File: src/rtl/nf10_id_reader.sv
// nf10_id_reader: AXI4-Lite read-only master that fetches NUM_WORDS consecutive 32-bit
// identification words starting at C_TARGET_BASEADDR. It issues one in-order read at a time
// and presents the result as a parallel vector.
//
// Optional feature: define NF10_ID_READER_TIMEOUT_EN to enable an R-phase watchdog. When it
// fires, the run ends with timeout=1/error=1, and the late beat is drained and discarded
// before the block accepts a new start.
//
// Ports:
//   M_AXI_ACLK, M_AXI_ARESETN  clock, async active-low reset
//   start                      one-cycle run request, accepted only when busy=0
//   busy                       run in progress, or a stale beat is still pending
//   done                       one-cycle pulse at the end of a run
//   error, timeout             status of the last run, cleared by the next accepted start
//   id_words                   word i at [32*i +: 32]
//   M_AXI_AR*, M_AXI_R*        AXI4-Lite read channels (32-bit data only)
module nf10_id_reader #(
  parameter int unsigned                   C_M_AXI_DATA_WIDTH = 32,
  parameter int unsigned                   C_M_AXI_ADDR_WIDTH = 32,
  parameter logic [C_M_AXI_ADDR_WIDTH-1:0] C_TARGET_BASEADDR  = '0,
  parameter int unsigned                   NUM_WORDS          = 5,
  parameter int unsigned                   C_TIMEOUT_CYCLES   = 256
) (
  input  logic                          M_AXI_ACLK,
  input  logic                          M_AXI_ARESETN,
  input  logic                          start,
  output logic                          busy,
  output logic                          done,
  output logic                          error,
  output logic                          timeout,
  output logic [NUM_WORDS*32-1:0]       id_words,
  output logic [C_M_AXI_ADDR_WIDTH-1:0] M_AXI_ARADDR,
  output logic                          M_AXI_ARVALID,
  input  logic                          M_AXI_ARREADY,
  input  logic [31:0]                   M_AXI_RDATA,
  input  logic [1:0]                    M_AXI_RRESP,
  input  logic                          M_AXI_RVALID,
  output logic                          M_AXI_RREADY,
  output logic [2:0]                    M_AXI_ARPROT
);

  typedef enum logic [1:0] {StIdle, StAr, StR, StDone} state_e;

  state_e                        state_q;
  logic [3:0]                    idx_q;
  logic [31:0]                   words_q [NUM_WORDS];
  logic                          busy_q;
  logic                          done_q;
  logic                          error_q;
  logic                          arvalid_q;
  logic                          rready_q;
  logic [C_M_AXI_ADDR_WIDTH-1:0] araddr_q;
`ifdef NF10_ID_READER_TIMEOUT_EN
  logic                          timeout_q;
  logic                          stale_q;
  logic [31:0]                   timer_q;
`endif

  always_ff @(posedge M_AXI_ACLK or negedge M_AXI_ARESETN) begin
    if (!M_AXI_ARESETN) begin
      state_q   <= StIdle;
      idx_q     <= '0;
      busy_q    <= 1'b0;
      done_q    <= 1'b0;
      error_q   <= 1'b0;
      arvalid_q <= 1'b0;
      rready_q  <= 1'b0;
      araddr_q  <= '0;
      for (int i = 0; i < int'(NUM_WORDS); i++) words_q[i] <= '0;
`ifdef NF10_ID_READER_TIMEOUT_EN
      timeout_q <= 1'b0;
      stale_q   <= 1'b0;
      timer_q   <= '0;
`endif
    end else begin
      done_q <= 1'b0;
      unique case (state_q)
        StIdle: begin
          if (start && !busy_q) begin
            for (int i = 0; i < int'(NUM_WORDS); i++) words_q[i] <= '0;
            error_q   <= 1'b0;
            idx_q     <= '0;
            araddr_q  <= C_TARGET_BASEADDR;
            arvalid_q <= 1'b1;
            busy_q    <= 1'b1;
            state_q   <= StAr;
`ifdef NF10_ID_READER_TIMEOUT_EN
            timeout_q <= 1'b0;
`endif
          end
        end
        StAr: begin
          // ARVALID/ARADDR are held untouched until the handshake.
          if (M_AXI_ARREADY) begin
            arvalid_q <= 1'b0;
            rready_q  <= 1'b1;
            state_q   <= StR;
`ifdef NF10_ID_READER_TIMEOUT_EN
            timer_q   <= '0;
`endif
          end
        end
        StR: begin
          if (M_AXI_RVALID) begin
            // A failed response leaves the word zero and flags the run; the run continues.
            for (int i = 0; i < int'(NUM_WORDS); i++) begin
              if (idx_q == 4'(i)) words_q[i] <= (M_AXI_RRESP == 2'b00) ? M_AXI_RDATA : 32'h0;
            end
            if (M_AXI_RRESP != 2'b00) error_q <= 1'b1;
            rready_q <= 1'b0;
            if (idx_q == 4'(NUM_WORDS - 1)) begin
              done_q  <= 1'b1;
              state_q <= StDone;
            end else begin
              idx_q     <= idx_q + 4'd1;
              araddr_q  <= araddr_q + C_M_AXI_ADDR_WIDTH'(4);  // wraps modulo 2^ADDR_WIDTH
              arvalid_q <= 1'b1;
              state_q   <= StAr;
            end
          end
`ifdef NF10_ID_READER_TIMEOUT_EN
          else if (timer_q == C_TIMEOUT_CYCLES - 1) begin
            // Abort; RREADY stays high so the late beat is swallowed while stale.
            timeout_q <= 1'b1;
            error_q   <= 1'b1;
            stale_q   <= 1'b1;
            done_q    <= 1'b1;
            state_q   <= StDone;
          end else begin
            timer_q <= timer_q + 32'd1;
          end
`endif
        end
        StDone: begin
          state_q <= StIdle;
`ifdef NF10_ID_READER_TIMEOUT_EN
          busy_q  <= stale_q;
`else
          busy_q  <= 1'b0;
`endif
        end
        default: state_q <= StIdle;
      endcase
`ifdef NF10_ID_READER_TIMEOUT_EN
      // Stale beat can only arrive in StDone/StIdle; start is blocked until it is gone.
      if (stale_q && M_AXI_RVALID) begin
        stale_q  <= 1'b0;
        rready_q <= 1'b0;
        busy_q   <= 1'b0;
      end
`endif
    end
  end

  for (genvar g = 0; g < NUM_WORDS; g++) begin : g_pack
    assign id_words[32*g +: 32] = words_q[g];
  end

  assign busy          = busy_q;
  assign done          = done_q;
  assign error         = error_q;
  assign M_AXI_ARADDR  = araddr_q;
  assign M_AXI_ARVALID = arvalid_q;
  assign M_AXI_RREADY  = rready_q;
  assign M_AXI_ARPROT  = 3'b000;
`ifdef NF10_ID_READER_TIMEOUT_EN
  assign timeout       = timeout_q;
`else
  assign timeout       = 1'b0;
`endif

endmodule

File: config.mk
export PLATFORM = sky130hd
export DESIGN_NAME = nf10_id_reader
export DESIGN_NICKNAME = d
export VERILOG_FILES = /design/src/rtl/nf10_id_reader.sv
export SDC_FILE = /design/constraint.sdc
export NUM_CORES = 1
export LEC_CHECK = 0
export BUFFER_PORTS_ARGS = -buffer_cell sky130_fd_sc_hd__buf_2
export CAP_MARGIN = 20
export CORE_MARGIN = 3
export CORE_UTILIZATION = 35
export CTS_CLUSTER_SIZE = 28
export DETAILED_ROUTE_END_ITERATION = 8
export SLEW_MARGIN = 20
export SYNTH_ARGS = -nofsm -noshare
export SYNTH_HDL_FRONTEND = slang
export SYNTH_SLANG_ARGS = --single-unit
File: constraint.sdc
create_clock -name M_AXI_ACLK -period 2.5 [get_ports M_AXI_ACLK]
set_input_delay 0.125 -clock M_AXI_ACLK [delete_from_list [all_inputs] [get_ports M_AXI_ACLK]]
set_output_delay 0.125 -clock M_AXI_ACLK [all_outputs]
set_load 0.05 [all_outputs]
==> flow_metrics.py <==
metrics = {
    "worst_setup_path": {
        "worst_path_class_setup": "reg2reg",
        "critical_path_peak_fanout": 25,
        "crit-reg2reg-capture": "M_AXI_ARADDR[20]$_DFFE_PN0P_",
        "reg2reg_slack_ns": 0.38,
        "critical_path_cell_with_the_highest_stage_delay": "sky130_fd_sc_hd__or4_1",
        "crit_chain": "and3b_1 > o211ai_1 > buf_4 > or4_1 > a21oi_1",
        "cp-end-kind": "flip-flop",
        "worstRegToRegCells": 5,
        "crit_required_ns": 2.94,
        "critPathMaxStageDelay_ns": 0.53,
        "crit_path_start_kind": "flip-flop",
        "critical_path_data_arrival_time_ns": 2.55,
        "reg2reg_from": "state_q[0]$_DFFE_PN0P_",
    },
    "logic_synthesis": {
        "share_of_the_synthesized_area_in_compound_gates_ao_oa_aoi_oai": 0.161,
        "synth.distinct_cells": 37,
        "ys_seq_elements": 201,
        "synth_simple_gate_area_share": 0.158,
        "post_synth_adder_cell_area": 0.00788,
        "postSynthCellCount": 794,
        "xor_xnor_portion_of_the_synthesized_cell_area": 0.00441,
        "yosysSeqAreaShare": 0.634,
        "synth_cell_area_sq_um": 7940,
        "synth_top_family_by_area": "compound AO/OA/AOI/OAI gates",
        "synthMuxAreaShare": 0,
        "yosys_warn_count": 0,
        "syn-mean-instance-area_sq_um": 10.0,
    },
    "die": {
        "die_height_um": 157,
        "die-area_sq_um": 24500,
        "placementRows": 54,
        "initial_core_util": 0.360,
        "die_x_um": 157,
        "io-pin-count": 240,
        "coreArea_sq_um": 22000,
    },
    "place": {
        "placed_area_sq_um": 9510,
        "io_buffers": 233,
        "pre_cts_ws_ns": 0.391,
        "post-dp-hpwl_um": 15000,
        "globalplace.congestion": 0.789,
    },
    "global_route": {
        "grt_max_degree": 65,
        "global_route.overflow_total": 0,
        "grt_first_pass_wirelength_um": 35300,
        "grt_util_all_layers": 0.177,
        "antenna_found_initial": 0,
        "grt_pass1_vias": 6490,
    },
    "cts": {
        "cts.sinks": 201,
        "cts_setup_buffers": 0,
        "maximum_number_of_buffers_from_clock_root_to_sink": 3,
        "cts-htree-levels": 1,
        "clkSlewWorstSetupHoldPaths_ns": 0.06,
        "cts_made_buffers": 23,
        "clock_insertion_delay_worst_skew_ns": 0.51,
        "tritoncts_clock_tree": "done",
        "cts-root-buf": "sky130_fd_sc_hd__clkbuf_16",
    },
    "timing": {
        "final_min_period_over_clock_period": 0.847,
        "fin_worst_skew_ns": 0.0124,
        "fmax_mhz": 472,
        "slew_violations": 0,
        "setup_tns_ns": 0,
        "slew-limit-headroom": 0.544,
        "timing_worst_slew_pin_value_ns": 0.684,
        "final-setup-viol-count": 0,
        "final_critical_path_setup_slack_ns": 0.383,
        "hold_viol_final": 0,
        "grt_setup_unrepaired": "no",
        "layout_min_cycle_time_ns": 2.12,
    },
    "run": {
        "cap_viol_max_count": 0,
    },
    "hold_path": {
        "hp-class": "in2reg",
        "hold_start": "M_AXI_RDATA[0]",
        "hold-path-cell-count": 3,
        "hold-path-endpoint": "id_words[96]$_DFFE_PN0P_",
    },
    "power": {
        "internal_power_mw": 6.08,
        "power.total_mw": 9.98,
        "sequentialPowerShare": 0.400,
        "power.share.switching": 0.391,
        "switching_power_mw": 3.91,
        "power_density_nw_per_um2": 949,
        "comb_power_share": 0.293,
        "clock_power_share": 0.307,
        "vdd.ir_drop.worst_uv": 520,
        "leakage_nw": 5.26,
    },
    "drt": {
        "finalWirelength_um": 22000,
        "routed-wl-met3_um": 1620,
        "wire_per_inst_um": 16.4,
        "highest_layer": "met4",
        "route.layer.met1.wl_um": 9860,
        "drt.antenna.violating_nets": 0,
        "route.detailed.drc": 0,
        "met2_wirelength_um": 9920,
        "routed_via_density": 4.89,
        "drtPass1Iterations": 4,
        "detail_route.iter0.violations": 346,
        "route.vias.total": 6576,
    },
    "final_layout": {
        "insertedDiodeCount": 0,
        "post_route_cells_drive_above_1_share": 0.276,
        "area_delta_synth_final_pct": 32.5,
        "fin_area_sq_um": 10500,
        "nets": 1097,
        "fin_util": 0.478,
    },
    "run_status": {
        "outcome": "complete, no violations",
    },
}
==> cells by family after synthesis <==
group | count (synthesis)
adder cells (fa/ha/maj) | 5
flip-flops | 201
XOR/XNOR | 4
other | 1
AO/OA/AOI/OAI | 239
buffers and inverters | 65
AND/OR/NAND/NOR | 279
==> how the worst max path moves through the flow <==
stage	startpoint	to	slack, ns	cells past startpoint
floorplan	busy$_DFFE_PN0P_	M_AXI_ARADDR[16]$_DFFE_PN0P_	0.37	5
global placement	state_q[0]$_DFFE_PN0P_	id_words[63]$_DFFE_PN0P_	0.45	5
detailed placement	state_q[0]$_DFFE_PN0P_	M_AXI_ARADDR[30]$_DFFE_PN0P_	0.39	5
CTS	state_q[0]$_DFFE_PN0P_	id_words[61]$_DFFE_PN0P_	0.39	5
global route	state_q[0]$_DFFE_PN0P_	id_words[37]$_DFFE_PN0P_	0.19	5
finish	state_q[0]$_DFFE_PN0P_	M_AXI_ARADDR[20]$_DFFE_PN0P_	0.38	5
==> worst max-delay path, delay by kind of cell, from the launching register on <==
kind                   cells  cell delay (ns)
DFF                        1             0.49
buffers and inverters      1             0.23
AOI/OAI and AO/OA          2             0.28
and+or+nand+nor            2             1.04
==> power groups by stage <==
stage	Clock, mW	Combinational, mW	Sequential (mW)
after CTS	3.17	2.95	4.00
after global routing	3.29	3.11	4.06
final	3.07	2.92	3.99
after detailed placement	0	2.91	4.05
after floorplan	0	0.517	5.59
after global placement	0	2.89	4.04
==> routing by layer <==
metal | GRT usage | vias up
li1 | - | 3241
met1 | 0.240 | 3095
met2 | 0.279 | 198
met3 | 0.0489 | 42
met4 | 0.0538 | 0
met5 | 0 | -
==> area by class of cell <==
cell class / instances / area (sq um)
clock inverters: 7 / 58.8
clock buffers: 29 / 618
inverters: 8 / 30.0
well taps: 280 / 350
flip-flops and latches: 201 / 5030
fillers: 2075 / 11500
repair buffers: 286 / 1710
multi-input cells: 533 / 2730
==> synth_stat cells <==
cell	count	share of area
sky130_fd_sc_hd__nand2b_1	1	0.00079
sky130_fd_sc_hd__o22ai_2	1	0.0016
sky130_fd_sc_hd__nor4b_4	1	0.0030
sky130_fd_sc_hd__nor2_1	7	0.0033
sky130_fd_sc_hd__o21ba_2	1	0.0013
sky130_fd_sc_hd__buf_1	1	0.00047
sky130_fd_sc_hd__nand2_1	206	0.097
sky130_fd_sc_hd__buf_2	5	0.0032
sky130_fd_sc_hd__nor3b_1	4	0.0038
sky130_fd_sc_hd__o2bb2ai_1	2	0.0022
sky130_fd_sc_hd__a21oi_1	30	0.019
sky130_fd_sc_hd__nand4b_1	1	0.0011
sky130_fd_sc_hd__or3_1	12	0.0095
sky130_fd_sc_hd__nor3_1	2	0.0013
sky130_fd_sc_hd__o31ai_1	15	0.014
sky130_fd_sc_hd__nand4_1	7	0.0055
sky130_fd_sc_hd__and4_1	5	0.0055
sky130_fd_sc_hd__and3_1	4	0.0032
sky130_fd_sc_hd__o22ai_1	4	0.0032
sky130_fd_sc_hd__or4_1	14	0.013
sky130_fd_sc_hd__buf_4	6	0.0057
sky130_fd_sc_hd__a21o_1	1	0.00095
sky130_fd_sc_hd__o21ai_0	179	0.11
sky130_fd_sc_hd__nand3_1	11	0.0069
sky130_fd_sc_hd__inv_1	8	0.0038
sky130_fd_sc_hd__o21a_1	1	0.00095
sky130_fd_sc_hd__xor2_1	3	0.0033
sky130_fd_sc_hd__dfrtp_1	201	0.63
sky130_fd_sc_hd__ha_1	5	0.0079
sky130_fd_sc_hd__and2_1	1	0.00079
sky130_fd_sc_hd__and3b_1	1	0.0011
sky130_fd_sc_hd__o211ai_1	5	0.0047
sky130_fd_sc_hd__nand3b_1	1	0.00095
sky130_fd_sc_hd__clkbuf_1	45	0.021
sky130_fd_sc_hd__or3b_2	1	0.0011
sky130_fd_sc_hd__conb_1	1	0.00047
sky130_fd_sc_hd__xnor2_1	1	0.0011
==> layout by cell type, fill, tap and decap left out, types with 5 or more instances in the layout <==
master,instances
sky130_fd_sc_hd__buf_2,232
sky130_fd_sc_hd__nand2_1,206
sky130_fd_sc_hd__dfrtp_1,201
sky130_fd_sc_hd__o21ai_0,179
sky130_fd_sc_hd__dlygate4sd3_1,33
sky130_fd_sc_hd__a21oi_1,30
sky130_fd_sc_hd__clkbuf_16,23
sky130_fd_sc_hd__buf_4,16
sky130_fd_sc_hd__o31ai_1,15
sky130_fd_sc_hd__or4_1,14
sky130_fd_sc_hd__or3_1,12
sky130_fd_sc_hd__nand3_1,11
sky130_fd_sc_hd__inv_1,8
sky130_fd_sc_hd__nor2_1,7
sky130_fd_sc_hd__nand4_1,7
sky130_fd_sc_hd__conb_1,6
sky130_fd_sc_hd__o211ai_1,5
sky130_fd_sc_hd__and4_1,5
sky130_fd_sc_hd__ha_1,5
==> per-stage QoR <==
step | cells | hold slack (ns)
after detailed placement | 1275 | 0.136
after global routing | 1344 | 0.0269
after CTS | 1344 | 0.000104
final | 1344 | 0.00164
after floorplan | 799 | -0.171
after global placement | 1275 | 0.132
==> timing repair <==
item                                   4_1_cts  5_1_grt
resized for setup                            0        0
hold buffers                                33        0
endpoints found under the hold margin      188        0
==> registers in the layout (all words and copies together) (netlist names) <==
register       flops
id_words         160
M_AXI_ARADDR      30
idx_q              4
state_q            2
M_AXI_ARVALID      1
M_AXI_RREADY       1
busy               1
done               1
error              1
No activity file was read; power rests on OpenSTA's default activity.
